--- src/rtl/alu_op_arbiter.sv ---
// Two-requester round-robin front end for a small shared ALU.
// One op in flight; logic ops take one cycle, multiply runs a WIDTH-step shift-add.
module alu_op_arbiter #(
  parameter int unsigned WIDTH = 4
) (
  input  logic               clk,
  input  logic               rst_n,
  input  logic               req0_valid,
  output logic               req0_ready,
  input  logic [2:0]         req0_op,
  input  logic [WIDTH-1:0]   req0_a,
  input  logic [WIDTH-1:0]   req0_b,
  input  logic               req1_valid,
  output logic               req1_ready,
  input  logic [2:0]         req1_op,
  input  logic [WIDTH-1:0]   req1_a,
  input  logic [WIDTH-1:0]   req1_b,
  output logic               rsp_valid,
  input  logic               rsp_ready,
  output logic               rsp_id,
  output logic [2*WIDTH-1:0] rsp_data,
  output logic               rsp_err,
  output logic               busy
);

  localparam int unsigned RW = 2 * WIDTH;
  localparam int unsigned CW = (WIDTH > 1) ? $clog2(WIDTH) : 1;

  typedef enum logic [1:0] {IDLE, MUL, RESP} state_t;

  state_t            state;
  logic              last_grant;
  logic              grant;
  logic              accept;
  logic [2:0]        sel_op;
  logic [WIDTH-1:0]  sel_a;
  logic [WIDTH-1:0]  sel_b;
  logic [WIDTH:0]    addsub;
  logic [WIDTH-1:0]  logic_r;
  logic [RW-1:0]     alu_res;
  logic              alu_err;
  logic [WIDTH-1:0]  a_q;
  logic [WIDTH-1:0]  b_q;
  logic [CW-1:0]     cnt;
  logic [RW-1:0]     acc;
  logic [RW-1:0]     acc_next;

  // Round-robin grant: alternate when both valid, otherwise follow the lone requester.
  always_comb begin
    grant = ~last_grant;
    if (req0_valid && !req1_valid)      grant = 1'b0;
    else if (req1_valid && !req0_valid) grant = 1'b1;
  end

  assign req0_ready = rst_n && (state == IDLE) && !grant;
  assign req1_ready = rst_n && (state == IDLE) &&  grant;
  assign accept     = grant ? (req1_valid && req1_ready) : (req0_valid && req0_ready);

  assign sel_op = grant ? req1_op : req0_op;
  assign sel_a  = grant ? req1_a  : req0_a;
  assign sel_b  = grant ? req1_b  : req0_b;

  // Single-cycle ops; add/sub at WIDTH+1 bits so the borrow wraps there, not at RW.
  always_comb begin
    addsub  = '0;
    logic_r = '0;
    alu_res = '0;
    alu_err = 1'b0;
    case (sel_op)
      3'b000: begin
        addsub  = {1'b0, sel_a} + {1'b0, sel_b};
        alu_res = RW'(addsub);
      end
      3'b001: begin
        addsub  = {1'b0, sel_a} - {1'b0, sel_b};
        alu_res = RW'(addsub);
      end
      3'b010: begin
        logic_r = sel_a ^ sel_b;
        alu_res = RW'(logic_r);
      end
      3'b011: begin
        logic_r = sel_a & sel_b;
        alu_res = RW'(logic_r);
      end
      3'b100: begin
        logic_r = sel_a | sel_b;
        alu_res = RW'(logic_r);
      end
      3'b101: begin
        logic_r = ~sel_a;
        alu_res = RW'(logic_r);
      end
      3'b111:  alu_err = 1'b1;
      default: alu_res = '0;
    endcase
  end

  assign acc_next = b_q[cnt] ? (acc + (RW'(a_q) << cnt)) : acc;

  always_ff @(posedge clk) begin
    if (!rst_n) begin
      state      <= IDLE;
      last_grant <= 1'b1;
      rsp_valid  <= 1'b0;
      rsp_id     <= 1'b0;
      rsp_data   <= '0;
      rsp_err    <= 1'b0;
      busy       <= 1'b0;
      a_q        <= '0;
      b_q        <= '0;
      cnt        <= '0;
      acc        <= '0;
    end else begin
      case (state)
        IDLE: begin
          if (accept) begin
            last_grant <= grant;
            rsp_id     <= grant;
            busy       <= 1'b1;
            if (sel_op == 3'b110) begin
              state <= MUL;
              a_q   <= sel_a;
              b_q   <= sel_b;
              cnt   <= '0;
              acc   <= '0;
            end else begin
              state     <= RESP;
              rsp_valid <= 1'b1;
              rsp_data  <= alu_res;
              rsp_err   <= alu_err;
            end
          end
        end
        MUL: begin
          acc <= acc_next;
          cnt <= cnt + CW'(1);
          if (cnt == CW'(WIDTH - 1)) begin
            state     <= RESP;
            rsp_valid <= 1'b1;
            rsp_data  <= acc_next;
            rsp_err   <= 1'b0;
          end
        end
        RESP: begin
          if (rsp_ready) begin
            state     <= IDLE;
            rsp_valid <= 1'b0;
            busy      <= 1'b0;
          end
        end
        default: begin
          state     <= IDLE;
          rsp_valid <= 1'b0;
          busy      <= 1'b0;
        end
      endcase
    end
  end

endmodule

--- config.mk ---
export PLATFORM = sky130hd
export DESIGN_NAME = alu_op_arbiter
export DESIGN_NICKNAME = d
export VERILOG_FILES = /design/src/rtl/alu_op_arbiter.sv
export SDC_FILE = /design/constraint.sdc
export NUM_CORES = 1
export LEC_CHECK = 0
export ABC_AREA = 1
export BUFFER_PORTS_ARGS = -buffer_cell sky130_fd_sc_hd__buf_2
export CAP_MARGIN = 20
export CORE_MARGIN = 4
export CORE_UTILIZATION = 45
export CTS_CLUSTER_SIZE = 14
export DETAILED_ROUTE_END_ITERATION = 7
export PLACE_DENSITY_LB_ADDON = 0.1
export SLEW_MARGIN = 30
export SYNTH_ARGS = -nofsm -noshare
export SYNTH_HDL_FRONTEND = slang
export SYNTH_SLANG_ARGS = --single-unit
--- constraint.sdc ---
create_clock -name clk -period 4.5 [get_ports clk]
set_clock_uncertainty 0.15 [all_clocks]
set_input_delay 0.45 -clock clk [delete_from_list [all_inputs] [get_ports clk]]
set_output_delay 0.45 -clock clk [all_outputs]
set_load 0.005 [all_outputs]
==> flow_summary.yaml <==
logic_synthesis:
  synthFlopType: "dfxtp_1"
  yosys_warnings: 0
  avgSynthCellArea_um2: 6.83
  synth_edf_count: 0
  ys_top_cells_by_area: "dfxtp_1 (25%), nand2_1 (9.5%), ha_1 (9.0%)"
  synth_area_um2: 2640
  synthCells: 386
  yosysSeqAreaShare_pct: 25.1
  syn-num-nets: 434
  synthDistinctLibCells: 37
  synth_most_common_cell: "nand2_1"
  synth_top_area_share_pct: 25.1
  yosys.area.top_type: "dfxtp_1"
  async_reset_ff_share_pct: 0
  synthTopCellsByCount: "nand2_1 (67), inv_1 (50), a21oi_1 (37), nor2_1 (34), dfxtp_1 (33)"
  ys_seq_elements: 33
timing:
  fmax_mhz: 350
  setup_ws_ps: 1640
  finalHoldViolCount: 0
  grt_setup_unrepaired: "false"
  fin_tns_setup_ps: 0
  relSlewSlack_pct: 60.9
  fin_crit_sh_pct: 63.5
  period_needed_ps: 2860
  setup_viol: 0
  worst_pin_slew_ps: 585
  slew_viol_final: 0
clocking:
  cts_root_buffer: "clkbuf_8"
  max-clock-path-buffers: 2
  clk_latency_ps: 290
  postCtsSetupRepairBufs: 0
  cts_resized: 0
  cts_num_sinks: 33
  cts_buffers: 5
  cts_tree: "done"
  cts_hold_buf: 0
  cts.htree.levels: 2
  clk_pin_slew_ps: 70
placement:
  portBuffers: 40
  pre_cts_ws_ps: 1420
  routabilityCongestion: 0.883
  hpwl_um: 5130
power_and_ir_drop:
  vdd_drop_max_v: 0.000248
  power_density_nw_per_um2: 379
  leakagePower_nw: 1.48
routing:
  wl_per_cell_um: 13.2
  drt_iter0_drc: 124
  drt-total-wl_um: 6510
  viasPerCell: 5.07
  drc: 0
  drt-pass1-iter-count: 4
  ant_nets: 0
  vias: 2506
floorplan:
  die_w_um: 84.5
  initial_core_util_pct: 47.0
  num_rows: 27
  die-area_um2: 7150
  pin_count: 41
  core_um2: 5610
  die_h_um: 84.5
final_layout:
  fin_nets: 469
  diodes: 0
  fin_util_pct: 52.8
  multiInputGateArea_um2: 1670
  fill_cells: 593
  drive_above_1_share_pct: 19.4
  syn_to_final_growth_pct: 12.4
  regArea_um2: 661
global_routing:
  grt_pass1_vias: 2351
  gr-total-overflow: 0
  grt_max_degree: 24
  track_usage_pct: 18.5
  grt_pass1_wl_um: 10800
  antenna_found_initial: 0
worst_setup_path:
  worstSetupEndpointType: "flip-flop"
  r2r_start: "last_grant$_SDFFE_PN1P_"
  rrSetupSlack_ps: 1640
  r2r-end: "rsp_data[3]$_SDFFE_PN0P_"
  cp-start-kind: "flip-flop"
  r2r_cells: 18
  critPathArrivalTime_ps: 2890
  critPathKind: "reg -> reg"
  worst-path-max-fanout: 23
  crit_required_ps: 4530
worst_hold_path:
  hold_end: "state[1]$_SDFFE_PN0P_"
  hold_depth: 4
  hp-class: "in -> reg"
  hp-start: "rsp_ready"
flow_run:
  max_cap_violations: 0
outcome:
  status: "finished clean"
[layer usage]
layer,GRT usage [%],up-vias,routed length [um]
li1,-,1339,-
met1,24.7,1120,3120
met2,30.8,40,3040
met3,3.34,7,271
met4,4.46,0,77
met5,0,-,0
[area by class of cell]
| class | count | area share, % |
|---|---|---|
| tap | 72 | 3.04 |
| inverter | 59 | 7.56 |
| clock buffer | 7 | 2.91 |
| multi-input combinational | 282 | 56.4 |
| timing repair buffer | 40 | 6.76 |
| sequential | 33 | 22.3 |
| clock inverter | 1 | 1.01 |
[state kept, by name, summed over array words and instances, names as in the netlist]
name        count
a_q             4
acc             8
b_q             4
busy            1
cnt             2
last_grant      1
rsp_data        8
rsp_err         1
rsp_id          1
rsp_valid       1
state           2
[logic make-up after synthesis]
logic type,synth area share [%]
xor gates and xnor gates,2.33
adders and majority gates,10.5
and+or+nand+nor,31.5
DFF,25.1
AOI/OAI and AO/OA,18.7
buffers and inverters,11.5
muxes,0.380
[power by group]
part	internal (W)	switching, W
Sequential	0.000334	0.0000272
Clock	0.000181	0.000112
Combinational	0.000170	0.000300
Total	0.000684	0.000440
[worst max-delay path, cell delays in order, from the launching register on]
cell      delay (ps)
dfxtp_1          360
nand2_1          100
nand2_4          110
nand2_4          170
nand2_2          130
nand2_4          110
nor2_2           200
nand2_1          140
nand2_1          100
xor2_1           230
ha_1             280
inv_1             50
o21ai_0           60
nand2_1           80
nand3_1           80
nand3_1          100
nand2_1           50
o21bai_1         160
a21oi_1           90
[stage by stage]
step	cells	hold slack, ps	total power [W]	instance area (um2)
after floorplan	386	280	0.000721	2640
after global placement	486	302	0.000834	2850
after detailed placement	486	304	0.000838	2850
after CTS	494	281	0.00113	2960
after global routing	494	293	0.00121	2960
final	494	290	0.00112	2960
[cell usage in the layout, fill, tap and decap left out, types with 11 or more instances in the layout]
| cell | instances |
|---|---|
| nand4_1 | 11 |
| buf_2 | 40 |
| dfxtp_1 | 33 |
| nand2_1 | 67 |
| o21ai_0 | 17 |
| inv_1 | 50 |
| o21ai_1 | 20 |
| nor2_1 | 34 |
| a21oi_1 | 37 |
| nand3_1 | 24 |
| ha_1 | 19 |
[how the worst max path moves through the flow]
stage,start,end,slack (ps),cells after the start
after floorplan,req0_valid,rsp_data[2]$_SDFFE_PN0P_,1980,17
after global placement,req0_valid,rsp_data[3]$_SDFFE_PN0P_,1470,19
final,last_grant$_SDFFE_PN1P_,rsp_data[3]$_SDFFE_PN0P_,1640,18
after detailed placement,req0_valid,rsp_data[4]$_SDFFE_PN0P_,1420,17
after global routing,last_grant$_SDFFE_PN1P_,rsp_data[3]$_SDFFE_PN0P_,1340,18
after CTS,last_grant$_SDFFE_PN1P_,rsp_data[4]$_SDFFE_PN0P_,1640,16
Note: power is estimated with default switching activity, not from simulation.
